<file path="config.mk">
export PLATFORM = sky130hd
export DESIGN_NAME = busca_instrucao_flat
export DESIGN_NICKNAME = d
export VERILOG_FILES = /design/src/rtl/proc_pkg.sv /design/src/rtl/busca_instrucao_if.sv /design/src/rtl/busca_instrucao_contador_programa.sv /design/src/rtl/busca_instrucao.sv /design/src/flat_wrapper.sv
export SDC_FILE = /design/constraint.sdc
export NUM_CORES = 1
export LEC_CHECK = 0
export CAP_MARGIN = 20
export CORE_MARGIN = 2
export CORE_UTILIZATION = 44
export CTS_BUF_LIST = sky130_fd_sc_hd__clkbuf_4
export DETAILED_ROUTE_END_ITERATION = 8
export HOLD_SLACK_MARGIN = 0.15
export PLACE_DENSITY = 0.82
export SETUP_SLACK_MARGIN = 0.4
export SYNTH_ARGS = -nofsm -noshare
export SYNTH_HDL_FRONTEND = slang
export SYNTH_SLANG_ARGS = --single-unit
</file>
<file path="constraint.sdc">
create_clock -name clk -period 1.9 [get_ports clk]
set_clock_uncertainty 0.1 [all_clocks]
set_input_delay 0.19 -clock clk [delete_from_list [all_inputs] [get_ports clk]]
set_output_delay 0.19 -clock clk [all_outputs]
set_load 0.03 [all_outputs]
</file>
<file path="src/rtl/proc_pkg.sv">
// Shared definitions for the simple processor: opcode set, instruction
// field positions and the fetch-stage state encoding.
package proc_pkg;

  localparam int unsigned PC_W_DEF    = 8;
  localparam int unsigned INSTR_W_DEF = 16;

  // ALU opcode set plus the two control-flow opcodes handled by fetch
  localparam logic [3:0] OP_SAIDA   = 4'b0000;
  localparam logic [3:0] OP_ENTRADA = 4'b0001;
  localparam logic [3:0] OP_ADD     = 4'b0010;
  localparam logic [3:0] OP_SUB     = 4'b0011;
  localparam logic [3:0] OP_AND     = 4'b0100;
  localparam logic [3:0] OP_OR      = 4'b0101;
  localparam logic [3:0] OP_XOR     = 4'b0110;
  localparam logic [3:0] OP_NOT     = 4'b0111;
  localparam logic [3:0] OP_SHL     = 4'b1000;
  localparam logic [3:0] OP_SHR     = 4'b1001;
  localparam logic [3:0] OP_LDI     = 4'b1010;
  localparam logic [3:0] OP_MOV     = 4'b1011;
  localparam logic [3:0] OP_JMP     = 4'b1100;
  localparam logic [3:0] OP_HALT    = 4'b1111;

  localparam int unsigned OPC_HI = 15;
  localparam int unsigned OPC_LO = 12;
  localparam int unsigned OPA_HI = 11;
  localparam int unsigned OPA_LO = 8;
  localparam int unsigned OPB_HI = 7;
  localparam int unsigned OPB_LO = 4;
  localparam int unsigned IMM_HI = 3;
  localparam int unsigned IMM_LO = 0;
  localparam int unsigned TGT_HI = 7;
  localparam int unsigned TGT_LO = 0;

  typedef enum logic [2:0] {
    S_IDLE  = 3'd0,
    S_FETCH = 3'd1,
    S_WAIT  = 3'd2,
    S_ISSUE = 3'd3,
    S_HALT  = 3'd4
  } fetch_state_t;

  function automatic logic [3:0] instr_opcode(input logic [INSTR_W_DEF-1:0] i);
    return i[OPC_HI:OPC_LO];
  endfunction

  function automatic logic [3:0] instr_op_a(input logic [INSTR_W_DEF-1:0] i);
    return i[OPA_HI:OPA_LO];
  endfunction

  function automatic logic [3:0] instr_op_b(input logic [INSTR_W_DEF-1:0] i);
    return i[OPB_HI:OPB_LO];
  endfunction

  function automatic logic [3:0] instr_imm(input logic [INSTR_W_DEF-1:0] i);
    return i[IMM_HI:IMM_LO];
  endfunction

  function automatic logic [7:0] instr_target(input logic [INSTR_W_DEF-1:0] i);
    return i[TGT_HI:TGT_LO];
  endfunction

endpackage

</file>
<file path="src/rtl/busca_instrucao_if.sv">
// Instruction memory bus: the fetch stage drives address and read strobe,
// the synchronous memory answers with data one cycle after the strobe.
interface busca_instrucao_if
  import proc_pkg::*;
#(
  parameter int unsigned PC_W    = PC_W_DEF,
  parameter int unsigned INSTR_W = INSTR_W_DEF
);

  logic [PC_W-1:0]    imem_addr;
  logic               imem_rd;
  logic [INSTR_W-1:0] imem_data;

  modport master (
    output imem_addr,
    output imem_rd,
    input  imem_data
  );

  modport slave (
    input  imem_addr,
    input  imem_rd,
    output imem_data
  );

endinterface

</file>
<file path="src/rtl/busca_instrucao_contador_programa.sv">
// Program counter register: hold by default, load has priority over
// increment, increment wraps modulo 2^PC_W.
module contador_programa #(
  parameter int unsigned PC_W = 8
) (
  input  logic            clk,
  input  logic            rst_n,
  input  logic            inc,
  input  logic            load,
  input  logic [PC_W-1:0] load_val,
  output logic [PC_W-1:0] pc
);

  localparam logic [PC_W-1:0] PC_ONE = PC_W'(1);

  always_ff @(posedge clk or negedge rst_n) begin
    if (!rst_n) begin
      pc <= '0;
    end else if (load) begin
      pc <= load_val;
    end else if (inc) begin
      pc <= pc + PC_ONE;
    end
  end

endmodule

</file>
<file path="src/rtl/busca_instrucao.sv">
// Instruction fetch stage: PC, instruction register and the
// IDLE/FETCH/WAIT/ISSUE/HALT sequencer feeding the control unit.
module busca_instrucao
  import proc_pkg::*;
#(
  parameter int unsigned PC_W    = 8,
  parameter int unsigned INSTR_W = 16
) (
  input  logic              clk,
  input  logic              rst_n,
  input  logic              run,
  input  logic              stall,
  busca_instrucao_if.master imem,
  output logic [3:0]        opcode,
  output logic [3:0]        op_a,
  output logic [3:0]        op_b,
  output logic [3:0]        imm,
  output logic              instr_valid,
  output logic              halted,
  output logic [PC_W-1:0]   pc
);

  fetch_state_t       state;
  fetch_state_t       state_nxt;
  logic [INSTR_W-1:0] ir;
  logic               ir_load;
  logic               pc_inc;
  logic               pc_load;
  logic [7:0]         jmp_full;
  logic [PC_W-1:0]    jmp_target;

  always_ff @(posedge clk or negedge rst_n) begin
    if (!rst_n) begin
      state <= S_IDLE;
    end else begin
      state <= state_nxt;
    end
  end

  always_ff @(posedge clk or negedge rst_n) begin
    if (!rst_n) begin
      ir <= '0;
    end else if (ir_load) begin
      ir <= imem.imem_data;
    end
  end

  always_comb begin
    state_nxt = state;
    ir_load   = 1'b0;
    pc_inc    = 1'b0;
    pc_load   = 1'b0;
    unique case (state)
      S_IDLE: begin
        if (run) state_nxt = S_FETCH;
      end
      S_FETCH: begin
        state_nxt = S_WAIT;
      end
      S_WAIT: begin
        ir_load   = 1'b1;
        state_nxt = S_ISSUE;
      end
      S_ISSUE: begin
        // Opcodes 1101/1110 fall through to the sequential path
        if (!stall) begin
          if (opcode == OP_HALT) begin
            state_nxt = S_HALT;
          end else if (opcode == OP_JMP) begin
            pc_load   = 1'b1;
            state_nxt = S_FETCH;
          end else begin
            pc_inc    = 1'b1;
            state_nxt = S_FETCH;
          end
        end
      end
      S_HALT: begin
        state_nxt = S_HALT;
      end
      default: begin
        state_nxt = S_IDLE;
      end
    endcase
  end

  assign jmp_full   = instr_target(ir);
  assign jmp_target = jmp_full[PC_W-1:0];

  contador_programa #(
    .PC_W (PC_W)
  ) u_pc (
    .clk      (clk),
    .rst_n    (rst_n),
    .inc      (pc_inc),
    .load     (pc_load),
    .load_val (jmp_target),
    .pc       (pc)
  );

  // Every output decodes from state, IR or PC only
  assign opcode         = instr_opcode(ir);
  assign op_a           = instr_op_a(ir);
  assign op_b           = instr_op_b(ir);
  assign imm            = instr_imm(ir);
  assign instr_valid    = (state == S_ISSUE);
  assign halted         = (state == S_HALT);
  assign imem.imem_rd   = (state == S_FETCH);
  assign imem.imem_addr = pc;

endmodule
</file>
<file path="src/flat_wrapper.sv">
// flat-port wrapper written by rule: the top's interface ports become plain ports
module busca_instrucao_flat import proc_pkg::*;
#(
  parameter int unsigned PC_W    = 8,
  parameter int unsigned INSTR_W = 16
)
  (clk, rst_n, run, stall, opcode, op_a, op_b, imm, instr_valid, halted, pc, imem_imem_addr, imem_imem_rd, imem_imem_data);
  busca_instrucao_if #(.PC_W(PC_W), .INSTR_W(INSTR_W)) imem_i ();
  input  logic clk;
  input  logic rst_n;
  input  logic run;
  input  logic stall;
  output logic [3:0] opcode;
  output logic [3:0] op_a;
  output logic [3:0] op_b;
  output logic [3:0] imm;
  output logic instr_valid;
  output logic halted;
  output logic [PC_W-1:0] pc;
  output wire logic [$bits(imem_i.imem_addr)-1:0] imem_imem_addr;
  output wire logic [$bits(imem_i.imem_rd)-1:0] imem_imem_rd;
  input wire logic [$bits(imem_i.imem_data)-1:0] imem_imem_data;
  assign imem_imem_addr = imem_i.imem_addr;
  assign imem_imem_rd = imem_i.imem_rd;
  assign imem_i.imem_data = imem_imem_data;
  busca_instrucao #(.PC_W(PC_W), .INSTR_W(INSTR_W)) u_core (.clk(clk), .rst_n(rst_n), .run(run), .stall(stall), .imem(imem_i), .opcode(opcode), .op_a(op_a), .op_b(op_b), .imm(imm), .instr_valid(instr_valid), .halted(halted), .pc(pc));
endmodule
</file>
# Word level (Yosys, flattened, before mapping)
# Cells that the tools add are included.
# classes
n_lt_le_gt_ge,0
shifts,0
multipliers,0
n_addsub,1
reduce_logical,3
eq_ne,8
bitwise_logic,0
muxes,15
n_div,0
# op_table
operator,count
two-way mux 8 bit,2
one-hot mux 3 bit (5 select lines),1
two-way mux 1 bit,9
two-way mux 3 bit,3
adder 8 x 1 -> 8 bit (second input constant),1
equality test 4 bit (second input constant),2
equality test 3 x 2 -> 1 bit (second input constant),2
!= test 2 bit (second input constant),2
equality test 3 x 1 -> 1 bit (second input constant),1
equality test 3 bit (second input constant),1
logical NOT 3 bit,1
AND reduction 2 bit,1
nonzero test 2 bit,1
# totals
out_inout_bits,35
latch_bits,0
mem_count,0
rom_bits,0
register_bits,27
ramBits,0
input_bits,20
elab_cells,30

# Depth between registers and ports, before layout
# logic_depth
ltp_word,7
depth_mapped,5
mapped_depth_nobuf,5

# Cells and area by module
# From an unflattened synthesis, not the netlist that was laid out.
# unflattened
cells_unflattened,112
area_unflattened_um2,1321.3
# modules_own_cells
module,cells_each,area_each_um2,seq_area_each_um2,n_inst
busca_instrucao,63,870.8,475.5,1
contador_programa,49,450.4,200.2,1

# Worst setup path after synthesis
# OpenSTA, ideal clock, no wires.
# synth_path
path_kind,register to register
startpoint,register u_core.u_pc.pc[2]
endpoint,register u_core.u_pc.pc[7]
period_less_slack_ns,1.602
slack_ns,0.298
path_buffers,0
setup_ns,0.080
required_ns,1.720
arrival_ns,1.422
path_stages_with_launch,5
cell_sequence,dfrtp_1 > nand3_2 > or3_1 > a21oi_1 > a2bb2oi_1
# synth_between
elab_chain_len,3
# synth_rtl
element,line,source
from (decl),busca_instrucao_contador_programa.sv:11,output logic [PC_W-1:0] pc
from (signal assigned),busca_instrucao_contador_programa.sv:20,pc <= load_val;
from (signal assigned),busca_instrucao_contador_programa.sv:22,pc <= pc + PC_ONE;
adder 8 x 1 -> 8 bit,busca_instrucao_contador_programa.sv:22,
two-way mux 8 bit,busca_instrucao_contador_programa.sv:21,end else if (inc) begin
two-way mux 8 bit,busca_instrucao_contador_programa.sv:19,end else if (load) begin
# Every way passes these cells. The select of a mux whose other input is x is not followed.
# A chain may end at the register's enable or synchronous reset.

# Final worst setup path
# layout_path
startpoint,register u_core.state[1]
endpoint,output instr_valid
# layout_between
elab_chain_len,1
# layout_rtl
element,line,source
from (decl),busca_instrucao.sv:23,fetch_state_t state;
from (signal assigned),busca_instrucao.sv:36,state <= state_nxt;
equality test 3 x 2 -> 1 bit,busca_instrucao.sv:106,assign instr_valid = (state == S_ISSUE);
to (decl),flat_wrapper.sv:17,output logic instr_valid;
# Every way passes these cells.

==> flow_summary.ini <==
[synthesis]
syn_area_um2 = 1340
synthCells = 119
yosysWarnings = 0
postSynthAreaPerCell_um2 = 11.2
synth_seq_cells = 27
ys_types = 31
synthesis.nets = 140
yosysSeqAreaShare_pct = 50.6

[pwr]
leakage_nw = 0.924
power_density_nw_per_um2 = 1950
total_power_mw = 3.96
vdd_drop_max_mv = 0.968

[critical_path]
endpoint_kind = output port
startpoint_type = flop
rr_worst_depth = 5
worst-setup-path-type = reg2out
worstPathRequired_ns = 1.61
critical-path-slowest-cell = dfrtp_1
timing.rr.start = u_core.state[0]$_DFFE_PN0P_
regToRegSetupSlack_ns = 0.34
cpPeakStageDelay_ns = 0.43
worst_r2r_endpoint = u_core.u_pc.pc[7]$_DFFE_PN0P_
cp.arrival_ns = 1.29
crit_chain = buf_6 > inv_4 > nor3b_2 > buf_4
critPathMaxFanout = 4

[finish]
fillCellCount = 217
post-route-util_pct = 71.7
seqCellArea_um2 = 682
antenna_cells = 0
final_layout_size_suffix_gt1_share_pct = 33.9
areaGrowthSynthToFinish_pct = 51.8
nets = 199
final_area_um2 = 2030
multiInputGateArea_um2 = 664

[clocking]
cts.clk_slew.worst_paths_ns = 0.16
cts_root_buffer = clkbuf_4
cts_tree = built
cts.path.max_buffers = 2
cts_buffers = 3
htreeDepth = 1
cts.sinks = 27
clock_latency_ns = 0.32

[floorplanning]
core_um2 = 2830
die_x_um = 59.1
die_y_um = 59.1
start_util_pct = 47.2
rows = 19
io_pins = 55
die_area_um2 = 3490

[sta]
tightestPinTransition_ns = 0.335
fin_crit_sh_pct = 83.1
tns_ns = 0
rsz0062_at_grt = yes
fin_crit_ns = 1.58
drv_slew = 0
slew_headroom_pct = 77.6
setup_viol = 0
fmax_mhz = 633
hold_viol = 0

[global_routing]
grt_max_degree = 28
grt_pass1_wl_mm = 5.13
overflow = 0
grt_use_total_pct = 19.1
grt_antenna_before_repair = 0
grt_pass1_vias = 1153

[min_path]
worstHoldPathType = in2reg
holdPathEnd = u_core.state[0]$_DFFE_PN0P_
holdCritStartpoint = run
min_path_cells = 3

[run]
maxCapViolCount = 0

[routing]
drt_wl_total_mm = 3.48
final_antenna_net_count = 0
drt_pass1_iterations = 5
avgViaCountPerCell = 5.63
drt_iter0_markers = 34
vias = 1171
drc = 0
wire_per_inst_um = 16.7

[placement]
globalplace.congestion = 0.703
dpl_cell_area_um2 = 1860
hpwl_mm = 2.26
portBuffers = 54

[run_status]
status = finished, final reports clean
[per-stage QoR]
| step | std cells | hold slack [ns] | setup WS [ns] |
|---|---|---|---|
| after floorplan | 119 | -0.206 | 0.389 |
| final | 208 | 0.330 | 0.321 |
| after global placement | 196 | 0.390 | 0.249 |
| after detailed placement | 196 | 0.399 | 0.137 |
| after global routing | 208 | 0.347 | 0.285 |
| after CTS | 204 | 0.326 | 0.179 |
[power by group]
group / internal, mW / switching, mW
sequential: 0.863 / 0.308
clock: 0.0803 / 0.175
combinational: 1.11 / 1.42
[how the worst max path moves through the flow]
stage                               endpoint                           from  cells after the start
2_1_floorplan  u_core.u_pc.pc[7]$_DFFE_PN0P_  u_core.u_pc.pc[3]$_DFFE_PN0P_                      4
3_3_place_gp                          halted    u_core.state[0]$_DFFE_PN0P_                      3
3_5_place_dp                    imem_imem_rd    u_core.state[2]$_DFFE_PN0P_                      2
4_1_cts                         imem_imem_rd    u_core.state[2]$_DFFE_PN0P_                      2
5_1_grt                          instr_valid    u_core.state[1]$_DFFE_PN0P_                      4
6_report                         instr_valid    u_core.state[1]$_DFFE_PN0P_                      4
[per-layer routing]
layer / global-route usage, % / vias up / share of wire (%)
met5: 0 / - / 0
li1: - / 538 / -
met3: 3.93 / 4 / 5.3
met1: 22.2 / 579 / 42
met4: 3.90 / 0 / 1.5
met2: 36.0 / 50 / 51
[cells by family (layout without fill, tap and decap cells)]
logic type	Yosys count	after routing	synth area share, %
compound gates	24	24	10.3
buf+inv	13	70	7.02
fa+ha+maj	1	1	0.936
simple gates	36	37	16.2
mux	18	18	15.0
flops	27	27	50.6
[sequential cells by signal, summed over array words and instances (netlist names)]
name and cells:
u_core.state 3, u_core.ir 16, u_core.u_pc.pc 8
[synthesized netlist by cell type]
cell type,instances,area share [%]
a21oi_1,12,4.5
a2bb2oi_1,1,0.66
a31oi_1,2,0.94
and2_1,1,0.47
and2_2,1,0.56
and3_1,1,0.47
and3_2,1,0.56
and4bb_2,2,1.9
buf_2,1,0.37
buf_4,9,5.1
clkbuf_8,1,1.0
dfrtp_1,27,51
ha_1,1,0.94
inv_1,2,0.56
mux2_2,16,13
mux2i_1,2,1.5
nand2_1,12,3.4
nand2b_1,3,1.4
nand3_1,3,1.1
nand3_2,1,0.75
nand4_1,1,0.47
nand4bb_1,1,0.84
nor2_1,4,1.1
nor3_1,1,0.37
nor3_4,1,1.2
nor3b_1,2,1.1
o21ai_0,3,1.1
o21bai_1,1,0.56
o22a_1,1,0.66
o22ai_1,4,1.9
or3_1,1,0.47
[layout by cell type (no fill, tap or decap), types with 3 or more instances in the layout]
cell type,synthesis,final
a21oi_1,12,12
and2_4,0,3
buf_4,9,6
buf_6,0,4
clkbuf_2,0,7
clkbuf_4,0,3
clkdlybuf4s15_1,0,7
clkdlybuf4s50_1,0,19
dfrtp_1,27,22
dfrtp_2,0,5
dlygate4sd2_1,0,16
mux2_4,0,15
nand2_1,12,10
nand2b_1,3,3
nand3_1,3,3
nor2_1,4,3
o21ai_0,3,3
o22ai_1,4,4
[critical path, delay by kind of cell (launching register included)]
kind,cells,cell delay [ns]
flops,1,0.43
buf+inv,3,0.38
simple gates,1,0.16
[layout make-up]
| class | count | area share [%] |
|---|---|---|
| clock buffer | 3 | 1.11 |
| clock inverter | 1 | 0.370 |
| inverter | 2 | 0.494 |
| multi-input combinational | 80 | 32.8 |
| sequential | 27 | 33.6 |
| tap | 31 | 1.91 |
| timing repair buffer | 64 | 29.7 |
[timing repair]
action                                  4_1_cts  5_1_grt
hold buffers                                  1        0
endpoints found under the setup margin       58       41
gates resized for setup                      63       49
gates cloned                                  0        2
pin swaps                                     1        2
hold endpoints to repair                     27        0
setup buffers                                 3        2
(Power assumes the default switching activity.)
